<file path="src/rtl/oddr_tx_seq_pkg.sv">
// Shared types and elaboration helpers for the ODDR TX sequencer and its shifter.
package oddr_tx_seq_pkg;

   typedef enum logic [1:0] {
      ST_IDLE  = 2'd0,
      ST_SHIFT = 2'd1,
      ST_GAP   = 2'd2
   } state_t;

   typedef enum logic [1:0] {
      SH_HOLD = 2'd0,
      SH_LOAD = 2'd1,
      SH_STEP = 2'd2,
      SH_IDLE = 2'd3
   } sh_cmd_t;

   // A single-beat word still needs a 1-bit counter so the vector stays legal.
   function automatic int beat_cnt_w(input int width);
      return (width / 2 > 1) ? $clog2(width / 2) : 1;
   endfunction

   function automatic bit params_ok(input int width, input int gap_beats);
      return (width >= 2) && (width % 2 == 0) && (gap_beats >= 0) && (gap_beats <= 255);
   endfunction

endpackage

</file>
<file path="src/rtl/oddr_tx_shifter.sv">
// Word shift register and beat counter; registers the D1/D2 pair presented to the ODDR.
module oddr_tx_shifter
   import oddr_tx_seq_pkg::*;
#(
   parameter int   WIDTH      = 8,
   parameter bit   LSB_FIRST  = 1'b1,
   parameter logic IDLE_LEVEL = 1'b1,
   parameter int   CW         = 2
) (
   input  logic             clk_sys,
   input  logic             rst_b,
   input  sh_cmd_t          cmd,
   input  logic [WIDTH-1:0] load_data,
   input  logic             load_last,
   output logic             d1,
   output logic             d2,
   output logic             last_beat,
   output logic             frame_last
);

   localparam int NB = WIDTH / 2;

   logic [WIDTH-1:0] sr_q;
   logic [CW-1:0]    cnt_q;
   logic [WIDTH-1:0] src;
   logic [WIDTH-1:0] rest;
   logic [1:0]       pair;

   // sr_q holds only the bits not yet presented, so the next pair is always at a fixed end.
   always_comb begin
      src = (cmd == SH_LOAD) ? load_data : sr_q;
      if (LSB_FIRST) begin
         pair = {src[0], src[1]};
         rest = src >> 2;
      end else begin
         pair = {src[WIDTH-1], src[WIDTH-2]};
         rest = src << 2;
      end
   end

   always_ff @(posedge clk_sys) begin
      if (!rst_b) begin
         sr_q       <= '0;
         cnt_q      <= '0;
         frame_last <= 1'b0;
         d1         <= IDLE_LEVEL;
         d2         <= IDLE_LEVEL;
      end else begin
         case (cmd)
            SH_LOAD: begin
               sr_q       <= rest;
               cnt_q      <= '0;
               frame_last <= load_last;
               d1         <= pair[1];
               d2         <= pair[0];
            end
            SH_STEP: begin
               sr_q  <= rest;
               cnt_q <= cnt_q + CW'(1);
               d1    <= pair[1];
               d2    <= pair[0];
            end
            SH_IDLE: begin
               d1 <= IDLE_LEVEL;
               d2 <= IDLE_LEVEL;
            end
            default: ;
         endcase
      end
   end

   assign last_beat = (cnt_q == CW'(NB - 1));

endmodule

</file>
<file path="src/rtl/oddr_tx_sequencer.sv">
// Frame-aware 2:1 serialiser feeding one ODDR pin from a ready/valid word stream.
// state | meaning
// IDLE  | no word in flight, idle level clocked out
// SHIFT | shifter presenting beats of the current word
// GAP   | post-frame idle beats, gap_q counts down to 1
module oddr_tx_sequencer
   import oddr_tx_seq_pkg::*;
#(
   parameter int   WIDTH      = 8,
   parameter bit   LSB_FIRST  = 1'b1,
   parameter logic IDLE_LEVEL = 1'b1,
   parameter int   GAP_BEATS  = 2
) (
   input  logic             C,
   input  logic             RN,
   input  logic             EN,
   input  logic [WIDTH-1:0] IN_DATA,
   input  logic             IN_VALID,
   input  logic             IN_LAST,
   output logic             IN_READY,
   output logic             D1,
   output logic             D2,
   output logic             OCE,
   output logic             BUSY,
   output logic             UNDERRUN
);

   localparam int CW = beat_cnt_w(WIDTH);

   if (!params_ok(WIDTH, GAP_BEATS)) begin : g_param_check
      $error("oddr_tx_sequencer: WIDTH must be even and >= 2, GAP_BEATS within 0..255");
   end

   state_t           state_q, state_d;
   logic             hold_valid_q, hold_valid_d;
   logic             hold_last_q, hold_last_d;
   logic [WIDTH-1:0] hold_data_q, hold_data_d;
   logic [7:0]       gap_q, gap_d;
   logic             ready_q, oce_q, underrun_q, underrun_d;
   logic             accept, fetch, direct;
   sh_cmd_t          sh_cmd;
   logic [WIDTH-1:0] sh_data;
   logic             sh_last;
   logic             last_beat, frame_last;

   assign accept = IN_VALID & ready_q;

   always_comb begin
      state_d      = state_q;
      hold_valid_d = hold_valid_q;
      hold_data_d  = hold_data_q;
      hold_last_d  = hold_last_q;
      gap_d        = gap_q;
      underrun_d   = 1'b0;
      fetch        = 1'b0;
      direct       = 1'b0;
      sh_cmd       = SH_HOLD;
      sh_data      = hold_data_q;
      sh_last      = hold_last_q;

      if (EN) begin
         case (state_q)
            ST_IDLE: fetch = 1'b1;
            ST_SHIFT: begin
               if (!last_beat) begin
                  sh_cmd = SH_STEP;
               end else if (frame_last && (GAP_BEATS != 0)) begin
                  state_d = ST_GAP;
                  gap_d   = 8'(GAP_BEATS);
                  sh_cmd  = SH_IDLE;
               end else begin
                  fetch = 1'b1;
               end
            end
            ST_GAP: begin
               if (gap_q == 8'd1) fetch = 1'b1;
               else               gap_d = gap_q - 8'd1;
            end
            default: state_d = ST_IDLE;
         endcase

         // HOLD has priority over a fresh word so ordering is preserved.
         if (fetch) begin
            if (hold_valid_q) begin
               sh_cmd       = SH_LOAD;
               hold_valid_d = 1'b0;
               state_d      = ST_SHIFT;
            end else if (accept) begin
               sh_cmd  = SH_LOAD;
               sh_data = IN_DATA;
               sh_last = IN_LAST;
               direct  = 1'b1;
               state_d = ST_SHIFT;
            end else begin
               sh_cmd     = SH_IDLE;
               state_d    = ST_IDLE;
               underrun_d = (state_q == ST_SHIFT) && !frame_last;
            end
         end
      end

      if (accept && !direct) begin
         hold_valid_d = 1'b1;
         hold_data_d  = IN_DATA;
         hold_last_d  = IN_LAST;
      end
   end

   always_ff @(posedge C) begin
      if (!RN) begin
         state_q      <= ST_IDLE;
         hold_valid_q <= 1'b0;
         hold_data_q  <= '0;
         hold_last_q  <= 1'b0;
         gap_q        <= '0;
         ready_q      <= 1'b0;
         oce_q        <= 1'b0;
         underrun_q   <= 1'b0;
      end else begin
         state_q      <= state_d;
         hold_valid_q <= hold_valid_d;
         hold_data_q  <= hold_data_d;
         hold_last_q  <= hold_last_d;
         gap_q        <= gap_d;
         ready_q      <= !hold_valid_d;
         oce_q        <= EN;
         underrun_q   <= underrun_d;
      end
   end

   oddr_tx_shifter #(
      .WIDTH      (WIDTH),
      .LSB_FIRST  (LSB_FIRST),
      .IDLE_LEVEL (IDLE_LEVEL),
      .CW         (CW)
   ) u_shifter (
      .clk_sys    (C),
      .rst_b      (RN),
      .cmd        (sh_cmd),
      .load_data  (sh_data),
      .load_last  (sh_last),
      .d1         (D1),
      .d2         (D2),
      .last_beat  (last_beat),
      .frame_last (frame_last)
   );

   assign IN_READY = ready_q;
   assign OCE      = oce_q;
   assign UNDERRUN = underrun_q;
   assign BUSY     = (state_q != ST_IDLE) || hold_valid_q;

endmodule

</file>
<file path="config.mk">
export PLATFORM = sky130hd
export DESIGN_NAME = oddr_tx_sequencer
export DESIGN_NICKNAME = d
export VERILOG_FILES = /design/src/rtl/oddr_tx_seq_pkg.sv /design/src/rtl/oddr_tx_shifter.sv /design/src/rtl/oddr_tx_sequencer.sv
export SDC_FILE = /design/constraint.sdc
export NUM_CORES = 1
export LEC_CHECK = 0
export ABC_AREA = 0
export BUFFER_PORTS_ARGS = -buffer_cell sky130_fd_sc_hd__buf_2
export CAP_MARGIN = 10
export CORE_UTILIZATION = 35
export DETAILED_ROUTE_END_ITERATION = 10
export PLACE_DENSITY = 0.64
export SLEW_MARGIN = 20
export SYNTH_ARGS = -nofsm -noshare
export SYNTH_HDL_FRONTEND = slang
export SYNTH_SLANG_ARGS = --single-unit
export TNS_END_PERCENT = 50
</file>
<file path="constraint.sdc">
create_clock -name C -period 2.4 [get_ports C]
set_clock_uncertainty 0.15 [all_clocks]
set_input_delay 0.12 -clock C [delete_from_list [all_inputs] [get_ports C]]
set_output_delay 0.12 -clock C [all_outputs]
set_load 0.005 [all_outputs]
</file>
==> results.yml <==
yosys:
  synth_top_area_share_pct: 39.2
  ys_async_sr_fraction_pct: 0
  yosysSeqAreaShare_pct: 39.2
  synth.area.top_cells: "dfxtp_1 (39%), nand2_1 (9.1%), mux2i_1 (8.1%)"
  syn_area_per_cell_um2: 8.54
  ys_warn_count: 0
  synth_cell_type_count: 42
  syn-cell-area_mm2: 0.00173
  syn_nets: 223
  ys_ff_latch: 34
  synth_edf_count: 0
  syn_inst: 203
  synth_top_area_cell: "dfxtp_1"
  synth_flop_cell: "dfxtp_1"
die:
  ios: 19
  start_util_pct: 36.5
  dieArea_mm2: 0.00524
  row_count: 25
  die_y_um: 72.4
  core_mm2: 0.00475
  chipWidth_um: 72.4
final_layout:
  nets: 256
  utilization_pct: 45.0
  layout_commonest_cell: "nand2_1"
  n_fill_cell: 501
  mostFrequentLayoutCells: "nand2_1 (42), dfxtp_1 (34), buf_2 (18), mux2i_1 (14), o21ai_0 (12)"
  num_antenna_cells: 0
  design_area_mm2: 0.00214
  area_delta_synth_final_pct: 23.4
  drive_above_1_share_pct: 21.1
routing:
  wl_um: 3650
  drt_iter0_drc: 44
  dr_total_vias: 1492
  antenna_left: 0
  via_per_inst: 4.91
  detail_route.first_pass.iterations: 4
  drc_errors: 0
  wire_per_inst_um: 12.0
global_route:
  grt_pass1_wl_um: 6070
  grt_use_total_pct: 15.0
  grt_overflow: 0
  grt_max_degree: 29
  antenna_found_initial: 0
  grt_pass1_vias: 1318
timing:
  period_share_pct: 95.7
  min_period_ns: 2.30
  setup_viol: 0
  drv_slew: 0
  fmax_mhz: 436
  tightest_slew_ns: 0.686
  max-slew-margin-rel_pct: 54.2
  hold_violations: 0
clock_tree:
  cts_max_level: 2
  cts_tree: "yes"
  clock_sinks: 34
  root_buffer: "clkbuf_8"
  clkTransAtPathRegs_ns: 0.07
  clock_latency_ns: 0.28
  cts_max_path_buffers: 2
  numCtsBuffers: 5
place:
  io_buffers: 18
  place_area_mm2: 0.00190
  place_congestion: 0.776
  hpwl_um: 2500
power_and_ir_drop:
  ir_drop_uv: 350
  leakagePower_nw: 0.827
  power-per-cell-area_mw_per_mm2: 581
critical_path:
  critPathMaxFanout: 5
  required_ns: 2.41
  slowest_stage: "o41ai_1"
  cp_cell_sequence: "nor4_4, nand4b_1, nand2_1, a22o_1, nand2_1, ha_4, o41ai_1, a22oi_1"
  end_kind: "flip-flop"
  worst_ep_arrival_time_ns: 2.30
  cpMostUsedCell: "nand2_1"
  cpPeakStageDelay_ns: 0.38
  start_kind: "flip-flop"
  criticalPathCategory: "flip-flop to flip-flop"
run:
  cap_violations: 0
status:
  outcome: "complete, no violations"
worst_hold_path:
  hold_path.class: "input port to flip-flop"
## critical path: cells and delay by family (launching register included)
| family | cells | cell delay [ns] |
|---|---|---|
| AOI/OAI and AO/OA | 3 | 0.68 |
| adders and majority gates | 1 | 0.21 |
| DFF | 1 | 0.36 |
| and+or+nand+nor | 4 | 0.75 |
## cell type report
cell class                      count  area, um2  area share, %
Multi-Input combinational cell    152       1010           47.4
Clock inverter                      2       12.5          0.585
Timing Repair Buffer               34        233           10.9
Sequential cell                    34        681           31.8
Inverter                            9       33.8           1.58
Tap cell                           67       83.8           3.92
Clock buffer                        6       82.6           3.86
## cells by family (layout without fill, tap and decap cells)
logic type | Yosys count | after routing | synth area share, %
AOI/OAI and AO/OA | 43 | 43 | 17.2
xor gates and xnor gates | 5 | 5 | 2.53
adders and majority gates | 7 | 7 | 5.05
buffers and inverters | 17 | 51 | 4.76
DFF | 34 | 34 | 39.2
muxes | 14 | 14 | 8.08
and+or+nand+nor | 83 | 83 | 23.2
## through the flow
stage | hold slack [ns] | total power, mW | TNS [ns] | worst slack (ns) | instances
floorplan | 0.112 | 0.736 | 0 | 0.199 | 203
finish | 0.0773 | 1.24 | 0 | 0.104 | 304
CTS | 0.0655 | 1.24 | 0 | 0.0249 | 303
global route | 0.0787 | 1.31 | -0.0462 | -0.0462 | 304
global placement | 0.232 | 0.790 | 0 | 0.0921 | 286
detailed placement | 0.238 | 0.792 | 0 | 0.0197 | 286
## cell usage after synthesis (3+ instances only)
cell	count
clkbuf_1	5
mux2i_1	14
nand3_1	3
a21oi_1	11
o221a_2	5
nor3_1	3
o21ai_0	13
and2_1	4
dfxtp_1	34
nand2_1	42
nand2b_1	6
xnor2_1	5
nor2_1	10
inv_1	8
ha_1	7
## path summary, 6_finish.rpt
check | startpoint | endpoint | slack (ns) | cells past startpoint
max | gap_q[4] | u_shifter.d2 | 0.10 | 8
min | RN | u_shifter.cnt_q[0] | 0.08 | 3
max reg2reg | gap_q[4] | u_shifter.d2 | 0.10 | 8
min reg2reg | u_shifter.sr_q[4] | u_shifter.sr_q[4] | 0.30 | 2
## metal layers
layer	GRT usage [%]	up-vias	routed length [um]
met1	20.6	686	1870
met5	0	-	0
met2	21.8	28	1650
met4	6.54	0	42
met3	4.17	4	90
li1	-	774	-
## sequential cells by signal, indices dropped and copies added (netlist names)
signal / count
u_shifter.frame_last: 1
IN_READY: 1
hold_data_q: 8
state_q: 2
UNDERRUN: 1
gap_q: 8
u_shifter.cnt_q: 2
u_shifter.d2: 1
hold_valid_q: 1
u_shifter.sr_q: 6
u_shifter.d1: 1
hold_last_q: 1
OCE: 1
## where the power goes
group	internal [mW]	switching, mW	total, mW
combinational	0.0983	0.0989	0.197
sequential	0.592	0.0162	0.608
clock	0.230	0.206	0.437
## repair_timing
action | 4_1_cts | 5_1_grt
endpoints found under the hold margin | 12 | 0
resized for setup | 0 | 9
hold buffers | 9 | 0
buffers inserted | 0 | 1
setup endpoints to repair | 0 | 9
No activity file was read; power rests on OpenSTA's default activity.
